[config.mk]
export PLATFORM = sky130hd
export DESIGN_NAME = data_resp
export DESIGN_NICKNAME = d
export VERILOG_FILES = /design/src/rtl/dnn_accel_pkg.sv /design/src/rtl/data_resp_fifo.sv /design/src/rtl/data_resp.sv
export SDC_FILE = /design/constraint.sdc
export NUM_CORES = 1
export LEC_CHECK = 0
export CORE_AREA = 2 2 124 126
export CTS_BUF_LIST = sky130_fd_sc_hd__clkbuf_8
export DETAILED_ROUTE_END_ITERATION = 8
export DIE_AREA = 0 0 126 128
export HOLD_SLACK_MARGIN = 0.05
export PLACE_DENSITY = 0.58
export SLEW_MARGIN = 20
export SYNTH_ARGS = -nofsm -noshare
export SYNTH_HDL_FRONTEND = slang
export SYNTH_SLANG_ARGS = --single-unit
export TNS_END_PERCENT = 100
[constraint.sdc]
create_clock -name clk -period 3.3 [get_ports clk]
set_clock_uncertainty 0.2 [all_clocks]
set_input_delay 0.495 -clock clk [delete_from_list [all_inputs] [get_ports clk]]
set_output_delay 0.495 -clock clk [all_outputs]
set_load 0.03 [all_outputs]
[src/rtl/dnn_accel_pkg.sv]
// -----------------------------------------------------------------------------
// dnn_accel_pkg
// Shared constants and types for the DNN accelerator data path.
//   DEF_DATA_WIDTH   : default data BRAM read word width
//   DEF_BRAM_LATENCY : default cycles from rden to valid BRAM dout
//   DEF_FIFO_DEPTH   : default response buffer depth
//   DEF_REG_WIDTH    : default debug register width
//   rd_tag_t         : per-read tag carried alongside the BRAM latency
// -----------------------------------------------------------------------------
package dnn_accel_pkg;

   localparam int DEF_DATA_WIDTH   = 32;
   localparam int DEF_BRAM_LATENCY = 2;
   localparam int DEF_FIFO_DEPTH   = 4;
   localparam int DEF_REG_WIDTH    = 32;

   // Tag travelling with each read until its BRAM data is available.
   typedef struct packed {
      logic vld;
      logic last;
   } rd_tag_t;

endpackage : dnn_accel_pkg

[src/rtl/data_resp_fifo.sv]
// -----------------------------------------------------------------------------
// data_resp_fifo
// Synchronous first-word-fall-through FIFO with occupancy count.
// Ports:
//   clk, rst    : clock, synchronous active-high reset
//   wr_en_i     : push request (ignored when full unless a pop happens too)
//   wr_data_i   : push data
//   rd_en_i     : pop request (ignored when empty)
//   rd_data_o   : head entry, zero while empty
//   valid_o     : head entry valid (FIFO not empty)
//   count_o     : number of stored entries
// -----------------------------------------------------------------------------
module data_resp_fifo #(
   parameter  int WIDTH = 33,
   parameter  int DEPTH = 4,
   localparam int AW    = (DEPTH > 1) ? $clog2(DEPTH) : 1,
   localparam int CW    = $clog2(DEPTH) + 1
) (
   input  logic             clk,
   input  logic             rst,
   input  logic             wr_en_i,
   input  logic [WIDTH-1:0] wr_data_i,
   input  logic             rd_en_i,
   output logic [WIDTH-1:0] rd_data_o,
   output logic             valid_o,
   output logic [CW-1:0]    count_o
);

   logic [WIDTH-1:0] mem_q [DEPTH];
   logic [AW-1:0]    wr_ptr_q, wr_ptr_d;
   logic [AW-1:0]    rd_ptr_q, rd_ptr_d;
   logic [CW-1:0]    count_q, count_d;
   logic             empty, full, do_push, do_pop;

   function automatic logic [AW-1:0] ptr_inc(input logic [AW-1:0] p);
      return (p == AW'(DEPTH - 1)) ? '0 : p + AW'(1);
   endfunction

   assign empty   = (count_q == '0);
   assign full    = (count_q == CW'(DEPTH));
   assign do_pop  = rd_en_i & ~empty;
   // A push into a full FIFO is only legal when the head leaves in the same cycle.
   assign do_push = wr_en_i & (~full | do_pop);

   always_comb begin
      wr_ptr_d = wr_ptr_q;
      rd_ptr_d = rd_ptr_q;
      count_d  = count_q + CW'(do_push) - CW'(do_pop);
      if (do_push) wr_ptr_d = ptr_inc(wr_ptr_q);
      if (do_pop)  rd_ptr_d = ptr_inc(rd_ptr_q);
   end

   always_ff @(posedge clk) begin
      if (rst) begin
         wr_ptr_q <= '0;
         rd_ptr_q <= '0;
         count_q  <= '0;
      end else begin
         wr_ptr_q <= wr_ptr_d;
         rd_ptr_q <= rd_ptr_d;
         count_q  <= count_d;
      end
   end

   // Storage is not reset; the head is masked to zero while empty instead.
   always_ff @(posedge clk) begin
      if (do_push) mem_q[wr_ptr_q] <= wr_data_i;
   end

   // Head is read asynchronously so a write in cycle c is visible in c+1.
   assign rd_data_o = empty ? '0 : mem_q[rd_ptr_q];
   assign valid_o   = ~empty;
   assign count_o   = count_q;

endmodule : data_resp_fifo

[src/rtl/data_resp.sv]
// -----------------------------------------------------------------------------
// data_resp
// Response path for data BRAM reads: tracks reads through the BRAM latency,
// buffers returned words in a FWFT FIFO and throttles the requester so the
// buffer can never overflow.
// Ports:
//   clk, rst     : clock, synchronous active-high reset
//   i_rden       : read enable issued to the data BRAM
//   i_last       : final read of a kernel line (qualified by i_rden)
//   i_bram_dout  : BRAM read data, valid BRAM_LATENCY cycles after i_rden
//   o_stall      : back-pressure, no new read may be issued while high
//   o_data       : response data
//   o_valid      : o_data / o_last valid
//   o_last       : beat belongs to an i_last read
//   i_ready      : consumer accepts the beat when o_valid & i_ready
//   o_err_ovf    : sticky flag, a read was issued while o_stall was high
// Optional (macro DATA_RESP_DBG_EN):
//   dbg_dataresp_beat_cnt  : accepted beats, wrapping
//   dbg_dataresp_stall_cnt : cycles with o_stall high, wrapping
// -----------------------------------------------------------------------------
module data_resp
   import dnn_accel_pkg::*;
#(
   parameter int DATA_WIDTH   = DEF_DATA_WIDTH,
   parameter int BRAM_LATENCY = DEF_BRAM_LATENCY,
   parameter int FIFO_DEPTH   = DEF_FIFO_DEPTH,
   parameter int REG_WIDTH    = DEF_REG_WIDTH
) (
   input  logic                  clk,
   input  logic                  rst,
   input  logic                  i_rden,
   input  logic                  i_last,
   input  logic [DATA_WIDTH-1:0] i_bram_dout,
   output logic                  o_stall,
   output logic [DATA_WIDTH-1:0] o_data,
   output logic                  o_valid,
   output logic                  o_last,
   input  logic                  i_ready,
   output logic                  o_err_ovf
`ifdef DATA_RESP_DBG_EN
   ,
   output logic [REG_WIDTH-1:0]  dbg_dataresp_beat_cnt,
   output logic [REG_WIDTH-1:0]  dbg_dataresp_stall_cnt
`endif
);

   localparam int CW  = $clog2(FIFO_DEPTH) + 1;
   localparam int LAT = BRAM_LATENCY;

   rd_tag_t             pipe_q [LAT];
   logic [CW-1:0]       inflight_q, inflight_d;
   logic [CW-1:0]       fifo_cnt;
   logic [CW:0]         occupancy;
   logic                err_ovf_q, err_ovf_d;
   logic                pop;
   logic [DATA_WIDTH:0] fifo_head;

   // Tag pipeline: stage LAT-1 lines up with the BRAM word of the same read.
   always_ff @(posedge clk) begin
      if (rst) begin
         for (int k = 0; k < LAT; k++) pipe_q[k] <= '0;
      end else begin
         pipe_q[0].vld  <= i_rden;
         pipe_q[0].last <= i_rden & i_last;
         for (int k = 1; k < LAT; k++) pipe_q[k] <= pipe_q[k-1];
      end
   end

   always_comb begin
      inflight_d = inflight_q + CW'(i_rden) - CW'(pipe_q[LAT-1].vld);
      err_ovf_d  = err_ovf_q | (i_rden & o_stall);
   end

   always_ff @(posedge clk) begin
      if (rst) begin
         inflight_q <= '0;
         err_ovf_q  <= 1'b0;
      end else begin
         inflight_q <= inflight_d;
         err_ovf_q  <= err_ovf_d;
      end
   end

   // Reserve a slot for every read still inside the BRAM; only registered
   // counts feed this, so o_stall has no combinational path from i_rden.
   assign occupancy = {1'b0, fifo_cnt} + {1'b0, inflight_q};
   assign o_stall   = (occupancy >= (CW+1)'(FIFO_DEPTH));
   assign pop       = o_valid & i_ready;

   data_resp_fifo #(
      .WIDTH (DATA_WIDTH + 1),
      .DEPTH (FIFO_DEPTH)
   ) u_fifo (
      .clk       (clk),
      .rst       (rst),
      .wr_en_i   (pipe_q[LAT-1].vld),
      .wr_data_i ({pipe_q[LAT-1].last, i_bram_dout}),
      .rd_en_i   (pop),
      .rd_data_o (fifo_head),
      .valid_o   (o_valid),
      .count_o   (fifo_cnt)
   );

   assign o_data    = fifo_head[DATA_WIDTH-1:0];
   assign o_last    = fifo_head[DATA_WIDTH];
   assign o_err_ovf = err_ovf_q;

`ifdef DATA_RESP_DBG_EN
   logic [REG_WIDTH-1:0] beat_cnt_q, stall_cnt_q;

   always_ff @(posedge clk) begin
      if (rst) begin
         beat_cnt_q  <= '0;
         stall_cnt_q <= '0;
      end else begin
         if (pop)     beat_cnt_q  <= beat_cnt_q + REG_WIDTH'(1);
         if (o_stall) stall_cnt_q <= stall_cnt_q + REG_WIDTH'(1);
      end
   end

   assign dbg_dataresp_beat_cnt  = beat_cnt_q;
   assign dbg_dataresp_stall_cnt = stall_cnt_q;
`endif

endmodule : data_resp

==> flow_summary.ini <==
[run_status]
status = complete, no violations

[setup_path]
cp_cell_sequence = buf_4, mux4_2, nor2b_1, clkdlybuf4s50_1
crit_type = register to primary output
cp_data_required_time_ns = 2.60
worstPathMaxFanout = 16
crit_buf_inv = 2
regToRegStartpoint = u_fifo.count_o[1]
cp_top_family = buffers and inverters
end_kind = primary output
r2r_setup_slack_ns = 0.70
cp.arrival_ns = 2.42
r2r_end = u_fifo.count_o[2]
worst_r2r_path_depth = 10
crit_path_top_delay_cell = clkdlybuf4s50_1
worst_path_largest_cell_delay_ns = 0.62
cp-start-kind = register

[route]
met3_wirelength_um = 435
drc = 0
dr_wl_met2_um = 5143
vias = 2760
totalWireLength_um = 10260
viasPerCell = 4.800
top_layer = met4
wl_per_cell_um = 17.85
dr.pass1.iters = 4
antenna_left = 0
drt_iter0_markers = 176
met1_length_um = 4625

[sta]
rsz0062_at_grt = false
setup-tns-final_ns = 0
max_freq_ghz = 0.3208
hold_viol_final = 0
worst_slew_pin_slew_ns = 0.9258
fin_crit_sh = 0.9446
finalMaxSlewViolations = 0
slew_headroom = 0.3828
worst_slack_ns = 0.1829
setup_viol = 0
min_period_ns = 3.117

[logic_synthesis]
synth.avg_cell_area_um2 = 20.02
yosys_warnings = 0
syn_nets = 339
yosysTopAreaCell = edfxtp_1
synthesis.instances = 290
synthTopCellsByArea = edfxtp_1 68%, mux4_2 13%, dfxtp_1 5.9%, nor2b_1 4.2%, ha_1 2.2%
syn-cell-area_mm2 = 0.005807
ys_seq_area_frac = 0.7412
synth_seq_cells = 149
synth.distinct_cells = 29
synth_top_area_frac = 0.6826

[final_layout]
final_common_cell = edfxtp_1
fin_nets = 423
final_cell_mix = 132 x edfxtp_1, 72 x clkdlybuf4s50_1, 39 x nor2b_1
synthToLayoutAreaGrowth_pct = 24.09
drive_above_1_share = 0.2067
num-fill-cells = 1276
layout.cells.non_filler = 575
n_antenna_cell = 0

[clock_network]
h-tree-depth = 4
clockBufferDepth = 2
cts_buffers = 17
cts_tree = done
post-cts-setup-buffer-count = 0
clk_pin_slew_ns = 0.08
postCtsResizedCells = 0
clock-sinks = 149
worst_skew_pair.late_latency_ns = 0.42
root_buffer = clkbuf_8
cts-hold-fix-buffers = 0

[die]
pin_count = 73
dieWidth_um = 126
fp-row-count = 45
die_h_um = 128
design.die.area_mm2 = 0.01613
initial_core_util = 0.3907
core_mm2 = 0.01486

[global_routing]
grt_max_degree = 36
gr-total-overflow = 0
grt_pass1_wl_um = 15900
grt_pass1_vias = 2923
track_usage = 0.1339
antenna_found_initial = 0

[hold_path]
worst_hold_path.endpoint = pipe_q[0][3]
hold_path_class = register to register
min_from = pipe_q[0][1]
whs_path_depth = 1

[power_and_ir_drop]
leakage_uw = 0.002363
power.density_mw_per_mm2 = 767.7
fin_total_pwr_uw = 5532
ir_drop_mv = 0.3292

[placement]
port_buffers = 72
gp_congestion = 0.6884
place_hpwl_um = 6062
place_inst = 543
post-place-ws_ns = 0.4113

[job]
maxCapViolations = 0
-- synthesized netlist by cell type --
cell,count
buf_2,4
or3_1,1
xor2_1,1
mux4_2,33
nor2_1,5
nand3_1,2
a21o_2,1
or4b_4,1
inv_1,10
xnor2_1,2
nor3_1,4
nor3_2,1
clkbuf_1,5
nand2_1,2
buf_6,3
nor2b_1,39
a21oi_1,2
a22o_1,1
edfxtp_1,132
fa_1,2
dfxtp_1,17
and2_4,1
o31ai_2,2
o31ai_1,1
ha_1,10
mux2i_1,1
nand4_1,1
and3_2,4
and2_1,2
-- final cells by class --
| type | count | area [µm²] | area share |
|---|---|---|---|
| Inverter | 10 | 37.54 | 0.005209 |
| Timing Repair Buffer | 77 | 770.7 | 0.1070 |
| Clock buffer | 18 | 247.7 | 0.03438 |
| Sequential cell | 149 | 4307 | 0.5977 |
| Tap cell | 188 | 235.2 | 0.03264 |
| Multi-Input combinational cell | 119 | 1399 | 0.1941 |
| Clock inverter | 14 | 209.0 | 0.02900 |
-- routing by layer --
layer | global-route usage | vias to the layer above
met5 | 0 | -
met4 | 0.04848 | 0
met3 | 0.04215 | 4
met2 | 0.2173 | 64
met1 | 0.1710 | 1395
li1 | - | 1297
-- power by group --
group	leakage [µW]	switching (µW)	internal [µW]
sequential	0.00133	68.4	2120
clock	0.000232	655	917
combinational	0.000797	987	784
total	0.00236	1710	3820
-- through the flow --
step / utilization / hold slack (ns) / area [µm²]
3_5_place_dp: 0.4540 / 0.2204 / 6749
4_1_cts: 0.4848 / 0.2402 / 7206
2_1_floorplan: - / 0.2138 / 5807
6_report: 0.4848 / 0.2381 / 7206
3_3_place_gp: 0.4540 / 0.2234 / 6749
5_1_grt: 0.4848 / 0.2707 / 7206
-- how the worst max path moves through the flow --
| stage | from | endpoint | slack [ns] | cells after the start |
|---|---|---|---|---|
| 4_1_cts | register | o_data[23] | 0.10 | 4 |
| 3_5_place_dp | i_ready | u_fifo.count_o[2] | 0.41 | 9 |
| 6_report | register | o_data[1] | 0.18 | 4 |
| 5_1_grt | register | o_data[2] | 0.03 | 4 |
| 2_1_floorplan | i_ready | u_fifo.count_o[2] | 1.00 | 8 |
| 3_3_place_gp | i_ready | u_fifo.count_o[2] | 0.46 | 9 |
-- flip-flops by register name, summed over array words and instances, names as in the netlist, named ones only --
register	count
u_fifo.mem_q	132
o_err_ovf	1
inflight_q	3
u_fifo.count_o	3
u_fifo.rd_ptr_q	2
pipe_q	4
u_fifo.wr_ptr_q	2
-- kinds of logic (layout without fill, tap and decap cells) --
group / after synthesis / after routing / synth area share
muxes: 34 / 34 / 0.1297
DFF: 149 / 149 / 0.7412
and+or+nand+nor: 63 / 63 / 0.06680
AOI/OAI and AO/OA: 7 / 7 / 0.01034
xor gates and xnor gates: 3 / 3 / 0.004526
adders and majority gates: 12 / 12 / 0.02844
buffers and inverters: 22 / 119 / 0.01896
Power figures use the tool's default switching activity.
